**src/rtl/cmd_serializer.sv**
```systemverilog
// cmd_serializer: accepts 32-bit command words over valid/ready and shifts each
// word onto a single-wire serial link.
// Frame: start bit (0), 32 data bits MSB first, optional even-parity bit,
// IDLE_BITS stop bits (1). Each bit lasts CLK_DIV clk cycles.
// Optional feature: define CMD_SER_PARITY_EN to append an even-parity bit.
//
// state  | meaning
// IDLE   | line high, ready for a new word
// START  | start bit (tx=0)
// DATA   | 32 data bits, MSB first
// PARITY | even parity over the word (CMD_SER_PARITY_EN only)
// STOP   | stop/idle bits (tx=1), frame completes on the last cycle
module cmd_serializer #(
  parameter int CLK_DIV   = 4,
  parameter int IDLE_BITS = 2
) (
  input  logic        clk,
  input  logic        rst_n,
  input  logic        cmd_in_valid,
  output logic        cmd_in_ready,
  input  logic [31:0] cmd_in,
  output logic        tx,
  output logic        busy,
  output logic [15:0] frame_count
);

  localparam int STOP_CYC = IDLE_BITS * CLK_DIV;
  localparam int STOP_W   = $clog2(STOP_CYC + 1);

  localparam logic [7:0]        DIV_LOAD  = 8'(CLK_DIV - 1);
  localparam logic [STOP_W-1:0] STOP_LOAD = STOP_W'(STOP_CYC - 1);

  localparam logic [2:0] S_IDLE   = 3'd0;
  localparam logic [2:0] S_START  = 3'd1;
  localparam logic [2:0] S_DATA   = 3'd2;
`ifdef CMD_SER_PARITY_EN
  localparam logic [2:0] S_PARITY = 3'd3;
`endif
  localparam logic [2:0] S_STOP   = 3'd4;

  logic [2:0]        state;
  logic [31:0]       shreg;
  logic [7:0]        div_cnt;
  logic [4:0]        bit_cnt;
  logic [STOP_W-1:0] stop_cnt;
`ifdef CMD_SER_PARITY_EN
  logic              parity_bit;
`endif

  // Frame sequencer: tx is registered, so each transition loads the level
  // for the bit period that begins on the following cycle.
  always_ff @(posedge clk or negedge rst_n) begin
    if (!rst_n) begin
      state        <= S_IDLE;
      shreg        <= '0;
      div_cnt      <= '0;
      bit_cnt      <= '0;
      stop_cnt     <= '0;
      tx           <= 1'b1;
      busy         <= 1'b0;
      cmd_in_ready <= 1'b0;
      frame_count  <= '0;
`ifdef CMD_SER_PARITY_EN
      parity_bit   <= 1'b0;
`endif
    end else begin
      case (state)
        S_IDLE: begin
          tx <= 1'b1;
          if (cmd_in_valid && cmd_in_ready) begin
            shreg        <= cmd_in;
`ifdef CMD_SER_PARITY_EN
            parity_bit   <= ^cmd_in;
`endif
            cmd_in_ready <= 1'b0;
            busy         <= 1'b1;
            tx           <= 1'b0;
            div_cnt      <= DIV_LOAD;
            state        <= S_START;
          end else begin
            cmd_in_ready <= 1'b1;
          end
        end
        S_START: begin
          if (div_cnt == 8'd0) begin
            tx      <= shreg[31];
            shreg   <= {shreg[30:0], 1'b0};
            bit_cnt <= 5'd31;
            div_cnt <= DIV_LOAD;
            state   <= S_DATA;
          end else begin
            div_cnt <= div_cnt - 8'd1;
          end
        end
        S_DATA: begin
          if (div_cnt != 8'd0) begin
            div_cnt <= div_cnt - 8'd1;
          end else if (bit_cnt != 5'd0) begin
            tx      <= shreg[31];
            shreg   <= {shreg[30:0], 1'b0};
            bit_cnt <= bit_cnt - 5'd1;
            div_cnt <= DIV_LOAD;
          end else begin
`ifdef CMD_SER_PARITY_EN
            tx       <= parity_bit;
            div_cnt  <= DIV_LOAD;
            state    <= S_PARITY;
`else
            tx       <= 1'b1;
            stop_cnt <= STOP_LOAD;
            state    <= S_STOP;
`endif
          end
        end
`ifdef CMD_SER_PARITY_EN
        S_PARITY: begin
          if (div_cnt == 8'd0) begin
            tx       <= 1'b1;
            stop_cnt <= STOP_LOAD;
            state    <= S_STOP;
          end else begin
            div_cnt <= div_cnt - 8'd1;
          end
        end
`endif
        S_STOP: begin
          tx <= 1'b1;
          if (stop_cnt == '0) begin
            busy         <= 1'b0;
            cmd_in_ready <= 1'b1;
            frame_count  <= frame_count + 16'd1;
            state        <= S_IDLE;
          end else begin
            stop_cnt <= stop_cnt - 1'b1;
          end
        end
        default: begin
          state <= S_IDLE;
          tx    <= 1'b1;
          busy  <= 1'b0;
        end
      endcase
    end
  end

endmodule

```
**config.mk**
```make
export PLATFORM = sky130hd
export DESIGN_NAME = cmd_serializer
export DESIGN_NICKNAME = d
export VERILOG_FILES = /design/src/rtl/cmd_serializer.sv
export SDC_FILE = /design/constraint.sdc
export NUM_CORES = 1
export LEC_CHECK = 0
export CORE_MARGIN = 5
export CORE_UTILIZATION = 59
export DETAILED_ROUTE_END_ITERATION = 6
export PLACE_DENSITY = 0.92
export REMOVE_ABC_BUFFERS = 1
export SLEW_MARGIN = 10
export SYNTH_ARGS = -nofsm -noshare
export SYNTH_HDL_FRONTEND = slang
export SYNTH_SLANG_ARGS = --single-unit
```
**constraint.sdc**
```tcl
create_clock -name clk -period 6 [get_ports clk]
set_clock_uncertainty 0.1 [all_clocks]
set_input_delay 1.2 -clock clk [delete_from_list [all_inputs] [get_ports clk]]
set_output_delay 1.2 -clock clk [all_outputs]
set_load 0.01 [all_outputs]
```
==> flow_summary.json <==
{
  "outcome": "complete, no violations",
  "ctsHoldBuffers": 0,
  "firstDrtPassIters": 5,
  "finalSetupTns_ns": 0,
  "cts_tree": "built",
  "multi_input_area_mm2": 0.001799,
  "crit_slowest_cell": "clkdlybuf4s50_1",
  "overflow": 0,
  "ys.flop_type": "dfrtp_1",
  "period_needed_ns": 3.161,
  "ys.warnings.count": 0,
  "cts_root_buf": "clkbuf_8",
  "nFillCells": 450,
  "p_leak_uw": 0.001866,
  "grt_pass1_wl_mm": 12.67,
  "fmax_mhz": 316.4,
  "p_clk_share_pct": 16.1,
  "cp.required_ns": 6.13,
  "drcViolationCount": 0,
  "hold_viol": 0,
  "critPathKind": "input port to register",
  "dr.first_iter.drc_count": 119,
  "ys_seq_area_share_pct": 47.85,
  "ys_async_sr_fraction_pct": 100.0,
  "cts_setup_buffers": 0,
  "path_clk_slew_ns": 0.08,
  "die_h_um": 89.36,
  "first_global_vias": 2686,
  "combPwrFrac_pct": 43.7,
  "power.net_switching_uw": 690.3,
  "maxSlewHeadroom_pct": 40.20,
  "seq_area_mm2": 0.001778,
  "synth.distinct_cells": 56,
  "pwr-share-seq_pct": 40.2,
  "synth_top_area_share_pct": 47.14,
  "max_stage_delay_ns": 0.49,
  "synthesis.area_mm2": 0.003716,
  "vias": 2700,
  "path_cells": "clkdlybuf4s50_1 -> a211o_1 -> nand3b_1 -> a221oi_4 -> buf_4 -> mux2_2",
  "synth-seq-cells": 71,
  "fin_crit_sh_pct": 52.68,
  "ir_worst_vdd_uv": 270.4,
  "clock_latency_ns": 0.35,
  "worstPathArrival_ns": 3.29,
  "avgSynthCellArea_um2": 11.72,
  "powerDensity_mw_per_mm2": 438.7,
  "hpwl_mm": 5.162,
  "hold_class": "register to register",
  "htree_levels": 3,
  "vias_per_cell": 6.000,
  "diodes": 0,
  "fin_nets": 411,
  "die-area_mm2": 0.007985,
  "cts.sinks": 71,
  "cts_made_buffers": 9,
  "synth_edf_count": 0,
  "core_mm2": 0.006241,
  "synth.area.top_cells": "dfrtp_1, mux2_2, mux2_1",
  "dp_cells": 436,
  "switching_share_pct": 35.43,
  "ioPinCount": 54,
  "track_usage_pct": 20.80,
  "wire_per_inst_um": 16.88,
  "start_util_pct": 59.54,
  "die_x_um": 89.36,
  "synth_cells": 317,
  "drive_gt1_share_pct": 21.98,
  "cp-end-kind": "register",
  "tightest_slew_ns": 0.8845,
  "cp_max_fo": 38,
  "internal_power_uw": 1258,
  "setup_viol": 0,
  "crit_family": "buffers and inverters",
  "final_cells": 450,
  "place.gp.congestion": 0.8460,
  "port_buffers": 53,
  "yosys.area.top_type": "dfrtp_1",
  "slew_violations": 0,
  "rsz0062_at_grt": "no",
  "antenna_found_initial": 0,
  "wirelength_mm": 7.597,
  "antenna_left": 0,
  "cp-start-kind": "input port",
  "grt_max_degree": 72,
  "cts.repair.resized": 0,
  "cap_viol_max_count": 0,
  "rows": 29,
  "path_buf_inv": 2,
  "cts_buffer_depth": 2,
  "syn_to_final_growth_pct": 19.53
}
==> power by group through the flow <==
stage                     logic [uW]  clock network (uW)  registers, uW
final                            852                 313            783
after floorplan                  651                   0            751
after global placement           801                   0            771
after global routing             934                 345            807
after CTS                        859                 323            779
after detailed placement         848                   0            787
==> state kept, by name (all words and copies together), names as in the netlist <==
signal,count
stop_cnt,4
state,3
bit_cnt,5
frame_count,16
div_cnt,8
cmd_in_ready,1
tx,1
shreg,32
busy,1
==> kinds of logic (layout without fill, tap and decap cells) <==
kind of cell               after synthesis  after routing  share of synthesized area [%]
and+or+nand+nor                         84             84                          14.24
DFF                                     71             71                          47.85
muxes                                   64             64                          19.39
AOI/OAI and AO/OA                       45             45                          8.687
buffers and inverters                   31             87                          4.041
xor gates and xnor gates                16             16                          3.771
adders and majority gates                6              6                          2.020
==> final cells by class <==
cell class	instances	area share, %
clock buffers	10	2.873
well taps	77	2.169
repair buffers	57	12.51
inverters	16	1.352
multi-input cells	215	40.51
flip-flops and latches	71	40.03
clock inverters	4	0.5634
==> synth_stat cells, drive strengths merged (2+ instances only) <==
cell type  number
dfrtp          70
mux2           64
inv            16
nand2          16
a21oi          11
buf            10
nor3           10
nor2            9
xor2            9
nor4            7
o31ai           7
or4             7
xnor2           7
ha              6
nor3b           6
o21ai           6
clkbuf          5
nand2b          4
nand3           4
nand3b          4
nand4           4
a21o            3
a211o           2
a221oi          2
a31oi           2
and2            2
and4            2
nor4b           2
o211ai          2
o22a            2
or2             2
==> per-layer routing <==
layer  part of all wire [%]  global-route usage (%)  wire, um  vias to the layer above
met5                      0                       0         0                        -
met4                    2.1                   9.743       159                        0
met3                    6.7                   5.438       508                       18
met2                     52                   33.82      3951                      103
met1                     39                   25.89      2977                     1319
li1                       -                       -         -                     1260
==> cell usage in the layout (no fill, tap or decap), types with 3 or more instances in the layout <==
cell type	instances
nand2_1	15
nor4_1	6
o21ai_0	6
xnor2_1	7
nor3_1	10
nand3b_1	4
mux2_1	13
nand3_1	4
xor2_1	9
a21o_1	3
a21oi_1	10
clkdlybuf4s50_1	52
dfrtp_1	70
nand2b_1	4
or4_1	7
nor3b_1	4
mux2_2	51
clkbuf_8	9
nor2_1	9
inv_1	16
ha_1	6
buf_4	4
o31ai_1	7
nand4_1	3
==> worst reg2reg max path, stage by stage (launching register included) <==
cell,delay [ns]
dfrtp_1,0.43
inv_1,0.10
ha_1,0.16
nor4b_1,0.72
and4_1,0.65
or2_2,0.25
mux2_2,0.33
==> final timing paths <==
check	from	to	slack, ns	depth (start not counted)
min in group asynchronous	rst_n	frame_count[11]	0.95	2
worst max-delay path	cmd_in_valid	shreg[18]	2.84	6
worst min-delay path	frame_count[15]	frame_count[15]	0.37	1
worst min register to register	frame_count[15]	frame_count[15]	0.37	1
max in group asynchronous	rst_n	bit_cnt[1]	4.29	2
worst max register to register	bit_cnt[0]	div_cnt[1]	3.15	6
==> metrics by stage <==
step / util [%] / total power, uW / cell area [um2] / setup WS, ns / hold WS, ns
after floorplan: - / 1402 / 3626 / 2.214 / 0.3541
after global placement: 68.72 / 1572 / 4289 / 2.553 / 0.3546
after detailed placement: 68.72 / 1634 / 4289 / 2.506 / 0.3608
after CTS: 71.17 / 1961 / 4442 / 2.864 / 0.3711
after global routing: 71.17 / 2086 / 4442 / 2.749 / 0.3910
final: 71.17 / 1949 / 4442 / 2.840 / 0.3674
Power figures use the tool's default switching activity.
